<file path="src/rtl/c1541_pkg.sv">
// Shared types and helpers for the multi-drive 1541 head/track logic.
package c1541_pkg;

  typedef enum logic {IDLE, REQ} arb_state_e;

  // Returns {fwd, back}; the stepper phase order 0-2-1-3 moves the head up one half-track.
  function automatic logic [1:0] step_dir(input logic [1:0] prev, input logic [1:0] cur);
    case ({prev, cur})
      4'b0010, 4'b1001, 4'b0111, 4'b1100: step_dir = 2'b10;
      4'b0011, 4'b1000, 4'b0110, 4'b1101: step_dir = 2'b01;
      default:                            step_dir = 2'b00;
    endcase
  endfunction

endpackage

</file>
<file path="src/rtl/c1541_head_chan.sv">
// One drive mechanism: stepper/half-track counter, dirty-track tracking,
// disk-change timer and write-protect sense.
module c1541_head_chan
  import c1541_pkg::*;
#(
  parameter int MAX_HALFTRACK   = 80,
  parameter int RESET_HALFTRACK = 36,
  parameter int TRACK_W         = 6,
  parameter int CHG_W           = 24
) (
  input  logic               clk,
  input  logic               reset_n,
  input  logic               ce,
  input  logic               mtr,
  input  logic [1:0]         stp,
  input  logic               act,
  input  logic               buff_we,
  input  logic               disk_change,
  input  logic               disk_readonly,
  input  logic               clr,
  input  logic               granted,
  output logic [TRACK_W-1:0] track,
  output logic               tr00_n,
  output logic               wps_n,
  output logic               pending,
  output logic [TRACK_W-1:0] pend_track
);

  localparam int HT_W = TRACK_W + 1;

  logic [HT_W-1:0]  halftrack;
  logic [1:0]       stp_r;
  logic [1:0]       dir;
  logic             act_r;
  logic             dc_r;
  logic             modified;
  logic             rearm;
  logic             readonly;
  logic [CHG_W-1:0] chg;
  logic             stepped;
  logic             trigger;
  logic             set_pend;

  always_comb begin
    dir      = step_dir(stp_r, stp);
    stepped  = ce & mtr & (|dir);
    trigger  = stepped | (ce & act_r & ~act);
    set_pend = trigger & ~disk_change & (modified | buff_we);
  end

  assign tr00_n = |track;
  assign wps_n  = ~readonly ^ chg[CHG_W-2];

  always_ff @(posedge clk) begin
    if (!reset_n) begin
      halftrack  <= HT_W'(RESET_HALFTRACK);
      track      <= TRACK_W'(RESET_HALFTRACK >> 1);
      stp_r      <= '0;
      act_r      <= 1'b0;
      dc_r       <= 1'b0;
      modified   <= 1'b0;
      pending    <= 1'b0;
      rearm      <= 1'b0;
      pend_track <= '0;
      readonly   <= 1'b0;
      chg        <= '0;
    end else begin
      dc_r <= disk_change;
      if (disk_change && !dc_r) begin
        chg      <= '1;
        readonly <= disk_readonly;
      end else if (ce && chg != '0) begin
        chg <= chg - 1'b1;
      end

      // A trigger while this drive is being granted must survive the ack that clears pending.
      if (clr) begin
        pending <= rearm | set_pend;
        rearm   <= 1'b0;
      end else if (set_pend) begin
        pending <= 1'b1;
        rearm   <= rearm | granted;
      end
      if (set_pend)
        pend_track <= track;
      if (disk_change) begin
        rearm <= 1'b0;
        if (!granted)
          pending <= 1'b0;
      end

      if (disk_change)
        modified <= 1'b0;
      else if (ce) begin
        if (trigger)
          modified <= 1'b0;
        else if (buff_we)
          modified <= 1'b1;
      end

      if (ce) begin
        stp_r <= stp;
        act_r <= act;
        track <= halftrack[TRACK_W:1];
        if (mtr && dir[1] && halftrack != HT_W'(MAX_HALFTRACK))
          halftrack <= halftrack + 1'b1;
        else if (mtr && dir[0] && halftrack != HT_W'(1))
          halftrack <= halftrack - 1'b1;
      end
    end
  end

endmodule

</file>
<file path="src/rtl/c1541_multi_head.sv">
// Head/track state for NUM_DRIVES drives plus a round-robin arbiter that
// serialises dirty-track flushes to the shared SD track buffer.
module c1541_multi_head
  import c1541_pkg::*;
#(
  parameter int  NUM_DRIVES      = 2,
  parameter int  MAX_HALFTRACK   = 80,
  parameter int  RESET_HALFTRACK = 36,
  parameter int  TRACK_W         = 6,
  parameter int  CHG_W           = 24,
  localparam int DRV_W           = (NUM_DRIVES > 1) ? $clog2(NUM_DRIVES) : 1
) (
  input  logic                          clk,
  input  logic                          reset_n,
  input  logic                          ce,
  input  logic [NUM_DRIVES-1:0]         mtr,
  input  logic [2*NUM_DRIVES-1:0]       stp,
  input  logic [NUM_DRIVES-1:0]         act,
  input  logic [NUM_DRIVES-1:0]         buff_we,
  input  logic [NUM_DRIVES-1:0]         disk_change,
  input  logic [NUM_DRIVES-1:0]         disk_readonly,
  output logic [TRACK_W*NUM_DRIVES-1:0] track,
  output logic [NUM_DRIVES-1:0]         tr00_n,
  output logic [NUM_DRIVES-1:0]         wps_n,
  output logic                          save_req,
  output logic [DRV_W-1:0]              save_drive,
  output logic [TRACK_W-1:0]            save_track,
  input  logic                          save_ack
);

  arb_state_e         state;
  logic [DRV_W-1:0]   ptr;
  logic [DRV_W-1:0]   sel;
  logic               found;
  int unsigned        idx;
  logic [NUM_DRIVES-1:0] pending;
  logic [NUM_DRIVES-1:0] granted;
  logic [NUM_DRIVES-1:0] clr;
  logic [TRACK_W-1:0] pend_track [NUM_DRIVES];

  for (genvar d = 0; d < NUM_DRIVES; d++) begin : g_chan
    c1541_head_chan #(
      .MAX_HALFTRACK  (MAX_HALFTRACK),
      .RESET_HALFTRACK(RESET_HALFTRACK),
      .TRACK_W        (TRACK_W),
      .CHG_W          (CHG_W)
    ) u_chan (
      .clk          (clk),
      .reset_n      (reset_n),
      .ce           (ce),
      .mtr          (mtr[d]),
      .stp          (stp[2*d +: 2]),
      .act          (act[d]),
      .buff_we      (buff_we[d]),
      .disk_change  (disk_change[d]),
      .disk_readonly(disk_readonly[d]),
      .clr          (clr[d]),
      .granted      (granted[d]),
      .track        (track[TRACK_W*d +: TRACK_W]),
      .tr00_n       (tr00_n[d]),
      .wps_n        (wps_n[d]),
      .pending      (pending[d]),
      .pend_track   (pend_track[d])
    );
  end

  always_comb begin
    found = 1'b0;
    sel   = '0;
    idx   = 0;
    for (int unsigned i = 0; i < NUM_DRIVES; i++) begin
      idx = (32'(ptr) + i) % 32'(NUM_DRIVES);
      if (!found && pending[idx]) begin
        found = 1'b1;
        sel   = DRV_W'(idx);
      end
    end
    for (int unsigned d = 0; d < NUM_DRIVES; d++) begin
      granted[d] = (state == REQ) && (32'(save_drive) == d);
      clr[d]     = granted[d] & save_ack;
    end
  end

  always_ff @(posedge clk) begin
    if (!reset_n) begin
      state      <= IDLE;
      save_req   <= 1'b0;
      save_drive <= '0;
      save_track <= '0;
      ptr        <= '0;
    end else begin
      case (state)
        IDLE: if (found) begin
          state      <= REQ;
          save_req   <= 1'b1;
          save_drive <= sel;
          save_track <= pend_track[sel];
        end
        REQ: if (save_ack) begin
          state    <= IDLE;
          save_req <= 1'b0;
          ptr      <= (32'(save_drive) == 32'(NUM_DRIVES - 1)) ? '0 : save_drive + 1'b1;
        end
        default: state <= IDLE;
      endcase
    end
  end

endmodule
</file>
<file path="config.mk">
export PLATFORM = sky130hd
export DESIGN_NAME = c1541_multi_head
export DESIGN_NICKNAME = d
export VERILOG_FILES = /design/src/rtl/c1541_pkg.sv /design/src/rtl/c1541_head_chan.sv /design/src/rtl/c1541_multi_head.sv
export SDC_FILE = /design/constraint.sdc
export NUM_CORES = 1
export LEC_CHECK = 0
export ABC_AREA = 0
export CORE_MARGIN = 2
export CORE_UTILIZATION = 55
export CTS_CLUSTER_SIZE = 30
export DETAILED_ROUTE_END_ITERATION = 10
export PLACE_DENSITY = 0.73
export REMOVE_ABC_BUFFERS = 1
export SLEW_MARGIN = 20
export SYNTH_ARGS = -nofsm -noshare
export SYNTH_HDL_FRONTEND = slang
export SYNTH_SLANG_ARGS = --single-unit
</file>
<file path="constraint.sdc">
create_clock -name clk -period 3.4 [get_ports clk]
set_input_delay 0.51 -clock clk [delete_from_list [all_inputs] [get_ports clk]]
set_output_delay 0.51 -clock clk [all_outputs]
set_load 0.03 [all_outputs]
</file>
# Word level (Yosys, flattened, before mapping)
# Memory sizes are Yosys's and may differ from the RTL's.
# Cells that the tools add are included.
dict set report word_totals {
  ff_bits 112
  romBits 64
  in_bits 18
  output_inout_bits 24
  wordCells 159
  mem_count 2
}
# memory words width read_ports rd_clocked_by_memory_dff write_ports line
set mem_list {}
lappend mem_list {{(no name shown)} 16 2 1 0 0 c1541_pkg.sv:8} ;# case ({prev, cur})
lappend mem_list {{(no name shown)} 16 2 1 0 0 c1541_pkg.sv:8}
dict set report classes {
  add_sub_neg 8
  order_cmp 3
  eq_ne 6
  mux 38
  bitwise 34
  reduce_logical 41
}
# operator count
set ops {}
lappend ops {{two-way mux 24 bit} 4}
lappend ops {{nonzero test 24 bit} 2}
lappend ops {{subtractor 24 x 1 -> 24 bit, second input constant} 2}
lappend ops {{two-way mux 7 bit} 4}
lappend ops {{two-way mux 1 bit} 25}
lappend ops {{two-way mux 6 bit} 3}
lappend ops {{logical AND 1 bit} 15}
lappend ops {{adder 7 x 1 -> 7 bit, second input constant} 2}
lappend ops {{AND 1 bit} 14}
lappend ops {{!= test 7 x 1 -> 1 bit, second input constant} 2}
lappend ops {{!= test 7 bit, second input constant} 2}
lappend ops {{AND reduction 2 bit} 7}
lappend ops {{subtractor 7 x 1 -> 7 bit, second input constant} 2}
lappend ops {{nonzero test 2 bit} 6}
lappend ops {{OR reduction 6 bit} 2}
lappend ops {{NOT 1 bit} 9}
lappend ops {{bitwise OR 1 bit} 8}
lappend ops {{OR reduction 2 bit} 4}
lappend ops {{OR reduction 3 bit} 2}
lappend ops {{< comparator 1 x 2 -> 1 bit, second input constant} 2}
lappend ops {{!= test 2 bit, second input constant} 2}
lappend ops {{case mux 1 bit (2 select lines)} 2}
lappend ops {{logical NOT 1 bit} 3}
lappend ops {{adder 1 bit, second input constant} 2}
lappend ops {{3 further kinds} 4}

# Logic depth before layout (Yosys ltp)
dict set report depth {
  word_depth 10
  depth_mapped 8
  mapped_depth_nobuf 7
}

# Cells and area by module
# A second synthesis with hierarchy kept.
dict set report hier_totals {
  hier_cells 653
  hier_area_um2 5804.3
}
# module n_inst cells_per_inst area_per_inst_um2 seq_area_each_um2
set modules_own_cells {}
lappend modules_own_cells {c1541_head_chan 2 300 2670.1 1021.0}
lappend modules_own_cells {c1541_multi_head 1 53 464.2 200.2}

# Worst setup path before layout
# No wires, ideal clock.
dict set report synth_path {
  kind {input port to flip-flop}
  start {input stp[2]}
  end {register g_chan[1].u_chan.halftrack[5]}
  setup_time_ns 0.121
  arrival_ns 2.283
  t_required_ns 3.279
  setup_slack_ns 0.996
  cell_stages 5
  path_buffers 0
  path_cell_list {xnor2_1 > mux2_2 > or4_1 > a211oi_1 > mux2_2}
}
dict set report synth_via {
  elab_chain_len 5
  elab_cells_between_ends 8
  cone_classes {mux: 1; reduce/logical: 6; memory: 1}
}
# item line
set synth_rtl {}
lappend synth_rtl {{start, declared} c1541_multi_head.sv:17} ;# input logic [2*NUM_DRIVES-1:0] stp,
lappend synth_rtl {{memory read (16 x 2 bit) *} --}
lappend synth_rtl {{logical AND 1 bit (on tied branches) (2 in series)} {c1541_head_chan.sv:107, c1541_head_chan.sv:105}}
lappend synth_rtl {{nonzero test 2 bit (no line)} --}
lappend synth_rtl {{AND reduction 2 bit (no line)} --}
lappend synth_rtl {{end signal, assigned} c1541_head_chan.sv:56} ;# halftrack <= HT_W'(RESET_HALFTRACK);
lappend synth_rtl {{end signal, assigned} c1541_head_chan.sv:106} ;# halftrack <= halftrack + 1'b1;
lappend synth_rtl {{end signal, assigned} c1541_head_chan.sv:108} ;# halftrack <= halftrack - 1'b1;
lappend synth_rtl {{end, declared} c1541_head_chan.sv:31} ;# logic [HT_W-1:0] halftrack;
# Mark *: on every way between the ends. The rest lies on a longest branch, timed or not.
# A chain may end at the register's enable or synchronous reset.

# Worst setup path after layout
# Ends and elaborated chain as after synthesis.

==> impl_results.md <==
* Status: completed
* Initial Utilization at 55.7%
* Nets@finish at ~700
* TritonRoute pass-1 iters at 5
* CTS root buffer: clkbuf_8
* Top-area cell type share of the netlist area at between 30% and 40%
* Number of enable flip-flop cells after synthesis at 0
* Cts bufs inserted at 9
* Fmax at 386 MHz
* Ys flop type: dfxtp_1
* Fin Clk Skew at approximately 0.012 ns
* Clock sinks at between 100 and 150
* Post-cts repair resize count at 0
* PortBufs at 41
* Post-Route WL at 12300 µm
* First-pass GRT wire length at between 20000 and 25000 µm
* Post-synth top area cell: dfxtp_1
* Hold Startpoint: g_chan[1].u_chan.readonly
* Layout cells sized above 1 at about 6.4%
* Post-route insts no fill at just over 800
* Final Wtd Congestion at ~0.86
* Post-synth cell types at 57
* CTS tree: yes
* Crit path capture type: flip-flop
* DRC at 0
* Die H at around 110 µm
* Setup TNS at 0 ns
* Avg WL per Cell at approximately 15 µm
* Clock latency on the worst-skew pair at approximately 0.37 ns
* Area after DPL at around 6100 µm²
* Final Cell Area at around 6400 µm²
* CP Max Fanout at 8
* Final period util at around 76%
* Synth top cells by count: dfxtp_1 (112), nor2_1 (65), a21oi_1 (46), mux2i_1 (46), nand2_1 (33)
* Setup Crit Path Kind: primary input to flip-flop
* Synth Area per Inst at approximately 8.7 µm²
* Worst Hold Class: flip-flop to flip-flop
* Sequential cell area fraction in the yosys report at 39.5%
* P_leak at 2.28 nW
* RSZ-0062 raised after global routing: false
* Detail Placement HPWL at 8320 µm
* Routed Antenna Nets at 0
* Most common cell in the netlist: dfxtp_1
* CTS Hold Bufs at 0
* VDD IR max at 260 µV
* Worst Setup SP: stp[2]
* Final setup viols at 0
* Number of global-route vias before repair at 4387
* Cells after Synth at 649
* Largest net degree at the start of global routing at 75
* Worst Max-Slew Pin Slew at between 0.9 and 1 ns
* Vias at 4722
* CP arrival at ~2.9 ns
* CTS clk-pin slew, worst paths at 0.10 ns
* Startpoint Class: primary input
* Die Area at around 11000 µm²
* Relative slew slack at between 30% and 40%
* Power Density at approximately 430 nW/µm²
* H-Tree Depth at 3
* Reg-to-reg critical path startpoint: g_chan[1].u_chan.chg[11]
* Max-slew violation count at 0
* Antenna violations before repair at 0
* DR iter-0 viols at ~210
* Clock buffer depth at 2
* Placed Instances at between 700 and 800
* Chip width at around 110 µm
* Worst EP required at between 3 and 4 ns
* Diodes inserted at 0
* Routed vias/inst at just under 6
* Row count at 37
* Warnings from Yosys at 0
* Min cycle time layout at 2.59 ns
* Post-CTS setup buffer count at 0
* Reg2Reg Setup Slack at 0.84 ns
* Post-Syn Area at between 5000 and 6000 µm²
* Area growth syn-to-layout at 12.0%
* IO Pins at 42
* Synth top area cells: dfxtp_1 (40%), mux2i_1 (8.1%), xor2_1 (4.3%)
* Register bit total from synthesis at 112
* Tot GR Track Use at between 20 and 25%
* Total congestion overflow at 0
* Max_cap viols at 0
* Final Hold Fails at 0
* Final Util at around 62%
* Fraction of registers with async set or reset after synthesis at 0%
* Core area at between 10000 and 15000 µm²
path summary, 6_finish.rpt:
check,endpoint,depth (start not counted)
setup reg to reg,g_chan[1].u_chan.chg[17],6
hold reg to reg,g_chan[1].u_chan.readonly,2
hold / removal,g_chan[1].u_chan.readonly,2
setup / recovery,g_chan[1].u_chan.halftrack[5],6
sequential cells by signal, summed over array words and instances (netlist names):
name                      cells
g_chan.u_chan.act_r           2
g_chan.u_chan.halftrack      14
save_req                      1
save_drive                    1
g_chan.u_chan.chg            48
g_chan.u_chan.pend_track     12
g_chan.u_chan.modified        2
save_track                    6
g_chan.u_chan.rearm           2
g_chan.u_chan.readonly        2
g_chan.u_chan.track          12
ptr                           1
g_chan.u_chan.dc_r            2
g_chan.u_chan.stp_r           4
state                         1
g_chan.u_chan.pending         2
logic make-up (layout without fill, tap and decap cells):
group                      after synthesis  after routing  synth area share (%)
and+or+nand+nor                        238            238                  22.7
AOI/OAI and AO/OA                      135            135                  15.1
DFF                                    112            112                  39.5
buffers and inverters                   59             80                  4.39
muxes                                   53             53                  9.51
xor gates and xnor gates                40             40                  6.18
adders and majority gates               12             12                  2.65
cells in the final DEF (no fill, tap or decap), types with 3 or more instances in the layout:
| master | count |
|---|---|
| nor4_2 | 3 |
| nand2_1 | 33 |
| o31ai_1 | 6 |
| clkbuf_8 | 11 |
| nor2b_1 | 6 |
| dfxtp_1 | 112 |
| a211oi_1 | 18 |
| or3_1 | 16 |
| nand4b_1 | 3 |
| nand4_1 | 16 |
| o2111ai_1 | 3 |
| xnor2_1 | 12 |
| and4_1 | 4 |
| o21ai_0 | 21 |
| and3_1 | 3 |
| inv_1 | 14 |
| ha_1 | 12 |
| xor2_1 | 28 |
| nand3_1 | 12 |
| or4_1 | 10 |
| nor2_1 | 65 |
| nor3_1 | 22 |
| mux2i_1 | 46 |
| o311a_1 | 3 |
| nand2b_1 | 14 |
| clkdlybuf4s50_1 | 40 |
| nor4_1 | 13 |
| buf_4 | 7 |
| and2_1 | 3 |
| nor3b_1 | 3 |
| o211ai_1 | 12 |
| mux2_2 | 7 |
| a31oi_1 | 11 |
| a21oi_1 | 46 |
critical path: stages:
cell             delay (ns)
clkdlybuf4s50_1        0.43
xnor2_1                0.33
mux2_2                 0.45
or4_1                  0.53
a211oi_1               0.24
mux2_2                 0.36
stage by stage:
step | hold slack [ns] | power [mW] | setup WS, ns
finish | 0.478 | 2.76 | 0.809
global placement | 0.456 | 1.89 | 0.446
CTS | 0.481 | 2.79 | 0.824
floorplan | 0.449 | 1.77 | 0.966
global route | 0.523 | 2.90 | 0.663
detailed placement | 0.466 | 1.91 | 0.420
layout make-up:
class | count | area (µm²)
fillers | 900 | 3830
multi-input cells | 478 | 3180
flip-flops and latches | 112 | 2240
repair buffers | 49 | 478
well taps | 136 | 170
clock buffers | 12 | 155
clock inverters | 3 | 65.1
inverters | 16 | 60.1
power by group:
group | leakage, nW | internal, mW | total (mW) | switching, mW
sequential | 0.921 | 1.38 | 1.46 | 0.0782
clock | 0.112 | 0.451 | 0.880 | 0.429
combinational | 1.25 | 0.179 | 0.417 | 0.237
total | 2.28 | 2.02 | 2.76 | 0.745
routing by layer:
layer | share of wire (%) | global-route usage (%) | routed length [µm]
met1 | 47 | 29.5 | 5800
met2 | 48 | 37.4 | 5910
met3 | 4.0 | 5.13 | 495
met4 | 0.98 | 5.64 | 121
met5 | 0 | 0 | 0
Note: power is estimated with default switching activity, not from simulation.
